<file path="src/rtl/rr_arbiter.sv">
// Round-robin arbiter with transfer-level locking: a requester keeps the grant
// until its last beat is accepted, then the pointer moves past it.
module rr_arbiter #(
  parameter int unsigned COUNT = 4
) (
  input  logic             clock,
  input  logic             reset,
  input  logic [COUNT-1:0] req,
  input  logic [COUNT-1:0] req_last,
  output logic [COUNT-1:0] req_ready,
  output logic [COUNT-1:0] grant,
  output logic [3:0]       grant_idx,
  output logic             out_valid,
  output logic             out_last,
  input  logic             out_ready
);

  localparam int unsigned PtrW = (COUNT > 1) ? $clog2(COUNT) : 1;
  localparam int unsigned SumW = PtrW + 1;
  localparam logic [SumW-1:0]  CountS  = SumW'(COUNT);
  localparam logic [PtrW-1:0]  LastIdx = PtrW'(COUNT - 1);
  localparam logic [COUNT-1:0] OneHot0 = COUNT'(1);

  typedef enum logic [0:0] {StIdle, StBusy} state_e;

  state_e           state_q, state_d;
  logic [PtrW-1:0]  ptr_q, ptr_d;
  logic [COUNT-1:0] grant_q, grant_d;
  logic [3:0]       grant_idx_q, grant_idx_d;

  logic [PtrW-1:0]  cur_idx;
  logic [PtrW-1:0]  pick_idx;
  logic             pick_found;
  logic [SumW-1:0]  cand_sum;
  logic [PtrW-1:0]  cand;
  logic             beat_done;

  assign cur_idx = grant_idx_q[PtrW-1:0];

  // Scan ptr, ptr+1, ... modulo COUNT; the sum stays below 2*COUNT so one
  // conditional subtraction is enough to wrap.
  always_comb begin
    pick_found = 1'b0;
    pick_idx   = '0;
    cand_sum   = '0;
    cand       = '0;
    for (int unsigned off = 0; off < COUNT; off++) begin
      cand_sum = SumW'(ptr_q) + SumW'(off);
      if (cand_sum >= CountS) begin
        cand_sum = cand_sum - CountS;
      end
      cand = cand_sum[PtrW-1:0];
      if (!pick_found && req[cand]) begin
        pick_found = 1'b1;
        pick_idx   = cand;
      end
    end
  end

  assign out_valid = (state_q == StBusy) & req[cur_idx];
  assign out_last  = (state_q == StBusy) & req_last[cur_idx];
  assign req_ready = grant_q & {COUNT{out_ready}};
  assign beat_done = out_valid & out_ready & out_last;

  always_comb begin
    state_d     = state_q;
    ptr_d       = ptr_q;
    grant_d     = grant_q;
    grant_idx_d = grant_idx_q;
    unique case (state_q)
      StIdle: begin
        if (pick_found) begin
          state_d     = StBusy;
          grant_d     = OneHot0 << pick_idx;
          grant_idx_d = 4'(pick_idx);
        end
      end
      StBusy: begin
        // Grant is held across idle beats and backpressure; only a last beat frees it.
        if (beat_done) begin
          state_d     = StIdle;
          ptr_d       = (cur_idx == LastIdx) ? '0 : cur_idx + PtrW'(1);
          grant_d     = '0;
          grant_idx_d = '0;
        end
      end
      default: begin
        state_d = StIdle;
      end
    endcase
  end

  always_ff @(posedge clock) begin
    if (reset) begin
      state_q     <= StIdle;
      ptr_q       <= '0;
      grant_q     <= '0;
      grant_idx_q <= '0;
    end else begin
      state_q     <= state_d;
      ptr_q       <= ptr_d;
      grant_q     <= grant_d;
      grant_idx_q <= grant_idx_d;
    end
  end

  assign grant     = grant_q;
  assign grant_idx = grant_idx_q;

endmodule

</file>
<file path="config.mk">
export PLATFORM = sky130hd
export DESIGN_NAME = rr_arbiter
export DESIGN_NICKNAME = d
export VERILOG_FILES = /design/src/rtl/rr_arbiter.sv
export SDC_FILE = /design/constraint.sdc
export NUM_CORES = 1
export LEC_CHECK = 0
export ABC_AREA = 1
export BUFFER_PORTS_ARGS = -buffer_cell sky130_fd_sc_hd__buf_2
export CORE_UTILIZATION = 33
export DETAILED_ROUTE_END_ITERATION = 8
export PLACE_DENSITY = 0.67
export SYNTH_ARGS = -nofsm -noshare
export SYNTH_HDL_FRONTEND = slang
export SYNTH_SLANG_ARGS = --single-unit
</file>
<file path="constraint.sdc">
create_clock -name clock -period 1.6 [get_ports clock]
set_input_delay 0.32 -clock clock [delete_from_list [all_inputs] [get_ports clock]]
set_output_delay 0.32 -clock clock [all_outputs]
set_load 0.1 [all_outputs]
</file>
==> results of run 1 <==
## final cells by class
cell class | count | share of cell area
Multi-Input combinational cell | 106 | 0.506
Timing Repair Buffer | 31 | 0.219
Sequential cell | 9 | 0.160
Inverter | 16 | 0.0658
Tap cell | 28 | 0.0279
Clock buffer | 4 | 0.0209
## per-layer routing
layer	wire (um)	up-vias	global-route usage
met4	7	0	0.0324
met3	97	2	0.0455
met1	877	446	0.207
li1	-	487	-
met5	0	-	0
met2	1260	26	0.296
## worst register-to-register path: cells and delay by family, from the launching register on
family                 cells  cell delay (ps)
and+or+nand+nor           10              960
DFF                        1              370
buffers and inverters      1              150
## power by group through the flow
stage          Combinational (mW)  Sequential (mW)  Clock, mW
6_report                    0.508            0.259      0.181
5_1_grt                     0.535            0.263      0.194
4_1_cts                     0.464            0.261      0.186
3_5_place_dp                0.448            0.266          0
3_3_place_gp                0.442            0.265          0
2_1_floorplan               0.255            0.357          0
## cells in the final DEF (no fill, tap or decap)
cell,netlist,final
buf_6,1,2
ha_1,1,1
nand3_1,13,10
inv_2,2,1
a21oi_4,0,1
nand3_4,0,2
nand2_4,1,5
clkbuf_1,0,1
nand2_1,46,32
nor2_4,1,2
clkinvlp_4,0,4
dfxtp_4,0,4
buf_4,2,7
inv_4,0,3
dfxtp_1,9,1
a211oi_1,2,2
dfxtp_2,0,4
nor2_2,0,4
o21ai_2,0,3
nand3b_1,3,3
a21oi_1,8,6
clkbuf_4,0,3
nand2_2,5,15
a21oi_2,1,2
buf_2,0,16
conb_1,1,2
nand3_2,2,3
nor2_1,16,11
buf_12,0,6
inv_1,14,8
nand4_1,1,1
and2_2,1,1
## how the worst min path moves through the flow
stage	endpoint	slack, ps
after detailed placement	state_q$_SDFF_PP0_	460
after CTS	grant[0]$_SDFFE_PP0P_	320
after global routing	grant[3]$_SDFFE_PP0P_	330
final	grant[2]$_SDFFE_PP0P_	330
after floorplan	state_q$_SDFF_PP0_	430
after global placement	state_q$_SDFF_PP0_	440
## metrics by stage
stage	power, mW	worst slack (ps)	cell area, um2	hold slack (ps)
2_1_floorplan	0.612	-487	827	432
3_3_place_gp	0.707	94.8	1050	440
3_5_place_dp	0.714	27.3	1050	461
4_1_cts	0.912	3.95	1100	320
5_1_grt	0.992	-57.1	1250	332
6_report	0.947	7.14	1250	329
## registers in the layout, summed over array words and instances, names as in the netlist
signal	cells
grant	4
grant_idx	2
ptr_q	2
state_q	1
## what timing repair did
| item | CTS | global route |
|---|---|---|
| buffers inserted | 2 | 5 |
| pin swaps | 1 | 14 |
| endpoints found under the setup margin | 1 | 7 |
| gates resized for setup | 5 | 37 |
## cells by family (layout without fill, tap and decap cells)
logic type	count (synthesis)	after routing	synth area share
AOI/OAI and AO/OA	14	14	0.102
buffers and inverters	20	51	0.116
adders and majority gates	1	1	0.0162
other	1	2	0.00485
and+or+nand+nor	89	89	0.528
DFF	9	9	0.233
==> implementation parameters, run 1 <==
Parameter                              Value

Status
  Outcome    completed

Timing
  Maximum clock skew at final layout    6.87 ps
  F_max    628 MHz
  Final hold violation count    0
  Setup repair after global routing missed its margin    yes
  TNS Setup    0 ps
  Fin crit share    0.996
  Final min period    1590 ps
  Finish-stage setup viols    0
  Max-slew violation count    0

Synthesis
  Predominant post-synthesis flop cell    dfxtp_1
  Post-synthesis instance area    773 um2
  Top post-synthesis cells by area    dfxtp_1 23%, nand2_1 22%, nand3_1 8.4%
  Number of standard cells after synthesis    134
  Portion of synthesized cell area occupied by the leading cell type    0.233
  Syn avg cell area    5.77 um2
  Distinct cells, synth    23
  Most frequent cells after synthesis    46 x nand2_1, 16 x nor2_1, 14 x inv_1
  Number of flops mapped to enable cells by yosys    0
  Asr flop ratio synth    0
  Warnings from Yosys    0
  Part of the Yosys area used for sequential elements    0.233
  Flop and latch count out of synthesis    9
  Library cell with the largest summed area after synthesis    dfxtp_1
  Cell with the most instances after synthesis    nand2_1

Placed design
  Placed Cells    183
  Weighted congestion reported at the end of routability-driven placement    0.832
  Detail Placement HPWL    1570 um
  I/O Buffers    22

Final layout
  Layout Area Growth over Synthesis    62.3%
  Combined area of the multi-input logic cells    636 um2
  Register cell area after layout    200 um2
  Share of final-layout standard cells stronger than drive strength 1    0.530
  Final cell count without fillers    194
  Post-layout util    0.567
  Count of nets after finishing    179
  Number of antenna diodes    0
  FILL cells    211

Critical path
  Worst Setup End Kind    output pin
  Number of buffers and inverters on the critical path    2
  Sequence of cells on the critical path    inv_4, a21oi_2, o21ai_2, a21oi_4, buf_12
  CP Data Arrival Time    1270 ps
  Launch point of the worst path    grant_idx[0]$_SDFFE_PP0P_
  Slowest library cell on the worst path    dfxtp_4
  Capturing element of the worst setup path    out_valid
  Critical path depth in cells    5
  Stage delay of the slowest cell on the critical path    400 ps
  Startpoint class of the critical path    flop
  Critical path peak fanout    6
  Reg-to-reg slack, setup    60 ps
  Depth of the worst register-to-register path    11
  Launching point of the worst reg2reg path    ptr_q[0]$_SDFFE_PP0P_
  Endpoint of the worst register-to-register path    grant[3]$_SDFFE_PP0P_
  CP top delay family    flip-flops
  Worst endpoint required time    1280 ps
  Path type of the worst setup path    reg2out

Global routing
  Total Routing Usage GR    0.169
  Overflow left after global routing    0
  Number of global-route vias before repair    848
  Pin count of the biggest net entering global routing    11
  Number of antenna violations at the first check in global routing    0
  Global-route wire length before repair    3340 um

Power and ir drop
  VDD IR-drop max    0.667 mV
  Combinational Power Share    0.536
  Switching power    463 uW
  Switching Fraction    0.489
  Power density over cell area    755 nW/um2
  Internal power    484 uW
  Share of power burned in the clock network    0.191
  Share of power burned in registers    0.274
  Static Leak    0.582 nW

Detailed routing
  Number of vias per cell after detailed routing    4.95
  Number of antenna-violating nets in the routed design    0
  Mean routed wirelength per cell    11.6 um
  Residual DRC    0
  Initial DRC count    26
  Final wirelength    2240 um
  Total number of vias    961
  Number of search-and-repair iterations in the first detailed-routing pass    4

Clocking
  CTS Sinks    9
  Total of hold buffers inserted after clock tree synthesis    0
  Latest clock arrival within the worst-skew pair    270 ps
  # H-tree levels    1
  CTS Root Buffer Type    clkbuf_4
  Maximum clock path buffer count    2
  CTS Buf Count    3
  TritonCTS clock tree    built
  Clock edge transition at the registers on the reported setup and hold paths    60 ps

Floorplan
  Initial cell density of the core    0.350
  Die area    2540 um2
  Area of the core    2210 um2
  # rows    17
  Die width    50.4 um
  Boundary Pins    25
  Die Y    50.4 um

Run
  Max-capacitance violation count    0

Hold path
  Classification of the worst-slack hold path    in2reg
  Hold Startpoint    reset
  Number of instances on the worst hold path    2
Note: power is estimated with default switching activity, not from simulation.
==> run 2: changes to the inputs <==
Settings changed: PLACE_DENSITY 0.67 to 0.68.
==> implementation parameters, run 2 (synthesized netlist as in run 1, its figures left out) <==
Parameter                              Value

Global routing
  Pin count of the biggest net entering global routing    11 (unchanged)
  Number of antenna violations at the first check in global routing    0 (unchanged)
  Number of global-route vias before repair    883 (+4.1%)
  Total Routing Usage GR    0.177 (+0.00776)
  Global-route wire length before repair    3380 um (+1.3%)
  Overflow left after global routing    0 (unchanged)

Floorplan
  Area of the core    2210 um2 (unchanged)
  Initial cell density of the core    0.350 (unchanged)
  # rows    17 (unchanged)
  Die width    50.4 um (unchanged)
  Die area    2540 um2 (unchanged)
  Boundary Pins    25 (unchanged)
  Die Y    50.4 um (unchanged)

Timing
  Finish-stage setup viols    1 (+1)
  Maximum clock skew at final layout    4.17 ps (-2.70 ps)
  Setup WS post-layout    -14.0 ps (-21.1 ps)
  Final min period    1610 ps (+21.1 ps)
  Max-slew violation count    0 (unchanged)
  Setup repair after global routing missed its margin    yes
  F_max    620 MHz (-1.3%)
  Final worst hold slack    317 ps (-11.4 ps)
  Final hold violation count    0 (unchanged)
  Fin crit share    1.01 (+0.0132)

Detailed routing
  Residual DRC    0 (unchanged)
  Mean routed wirelength per cell    11.0 um (-4.6%)
  Number of search-and-repair iterations in the first detailed-routing pass    4 (unchanged)
  Number of antenna-violating nets in the routed design    0 (unchanged)
  Number of vias per cell after detailed routing    4.99 (+0.83%)
  Total number of vias    959 (-0.21%)
  Initial DRC count    26 (unchanged)
  Final wirelength    2120 um (-5.6%)

Critical path
  Depth of the worst register-to-register path    12 (+1)
  Startpoint class of the critical path    flop
  CP Data Arrival Time    1290 ps (+20 ps)
  Worst Setup End Kind    output pin
  Worst endpoint required time    1280 ps (about the same)
  Path type of the worst setup path    reg2out
  Critical path peak fanout    6 (unchanged)

Run
  Max-capacitance violation count    0 (unchanged)

Power and ir drop
  VDD IR-drop max    0.667 mV (about the same)
  Static Leak    0.556 nW (-4.4%)
  Power after layout    933 uW (-1.5%)
  Power density over cell area    775 nW/um2 (+2.7%)

Clocking
  CTS Sinks    9 (unchanged)
  CTS Buf Count    3 (unchanged)
  CTS Root Buffer Type    clkbuf_4
  # H-tree levels    1 (unchanged)
  TritonCTS clock tree    built
  Maximum clock path buffer count    2 (unchanged)
  Clock edge transition at the registers on the reported setup and hold paths    70 ps (about the same)
  Latest clock arrival within the worst-skew pair    270 ps (about the same)
  Total of hold buffers inserted after clock tree synthesis    0 (unchanged)

Final layout
  Count of nets after finishing    177 (-1.1%)
  Layout Area Growth over Synthesis    55.7%
  Top library cells by usage in the layout, fill and taps aside    35 x nand2_1, 16 x buf_2, 15 x nor2_1, 14 x nand2_2, 11 x nand3_1
  Post-layout util    0.544 (-0.0232)
  Number of antenna diodes    0 (unchanged)
  Flip-flop count of the largest register, all copies and words added    4 (unchanged)
  FILL cells    222 (+5.2%)
  Share of final-layout standard cells stronger than drive strength 1    0.476 (-0.0545)
  Most common cell after layout, fill and taps aside    nand2_1

Placed design
  Detail Placement HPWL    1550 um (-1.2%)
  Post-Place Worst Slack    42.9 ps (+15.6 ps)
  I/O Buffers    22 (unchanged)
  Weighted congestion reported at the end of routability-driven placement    0.843 (+1.4%)

Hold path
  Number of instances on the worst hold path    2 (unchanged)
  Classification of the worst-slack hold path    in2reg

Status
  Violated checks    setup timing
  Outcome    finished with violations
-- run 2: cell type report --
| cell class | instances | area, um2 | share of cell area |
|---|---|---|---|
| Tap cell | 28 | 35.0 | 0.0291 |
| Sequential cell | 9 | 200 | 0.166 |
| Clock inverter | 1 | 5.00 | 0.00416 |
| Timing Repair Buffer | 29 | 269 | 0.223 |
| Inverter | 16 | 80.1 | 0.0665 |
| Multi-Input combinational cell | 106 | 592 | 0.492 |
| Clock buffer | 3 | 22.5 | 0.0187 |
-- run 2: final timing paths --
check	from	end	slack (ps)
worst min-delay path	reset	grant[1]$_SDFFE_PP0P_	320
worst max register to register	ptr_q[0]$_SDFFE_PP0P_	grant[1]$_SDFFE_PP0P_	90
worst min register to register	state_q$_SDFF_PP0_	state_q$_SDFF_PP0_	460
worst max-delay path	grant_idx[0]$_SDFFE_PP0P_	out_valid	-10
-- run 2: metal layers --
metal	share of wire	GRT usage	vias up
li1	-	-	480
met1	0.43	0.192	457
met2	0.52	0.324	18
met3	0.030	0.0455	4
met4	0.014	0.0648	0
met5	0	0	-
-- run 2: timing repair --
action	in CTS	in global routing
setup buffers	2	3
cloned	0	0
endpoints found under the setup margin	1	8
pin swaps	1	7
resized for setup	4	24
-- run 2: where the power goes --
group | internal, mW | switching, mW | total [mW]
logic | 0.144 | 0.349 | 0.493
clock network | 0.0925 | 0.0879 | 0.180
registers | 0.241 | 0.0192 | 0.260
-- run 2: worst max-delay path, cell delays in order, from the launching register on --
cell and delay [ps]:
dfxtp_4 390, inv_4 50, a21oi_2 140, o21ai_2 90
a21oi_4 170, buf_12 190
-- run 2: through the flow --
stage / instance area (um2) / setup TNS (ps) / cells
2_1_floorplan: 827 / -4040 / 135
3_3_place_gp: 1060 / 0 / 183
3_5_place_dp: 1060 / 0 / 183
4_1_cts: 1110 / -0.141 / 189
5_1_grt: 1200 / -156 / 192
6_report: 1200 / -14.0 / 192
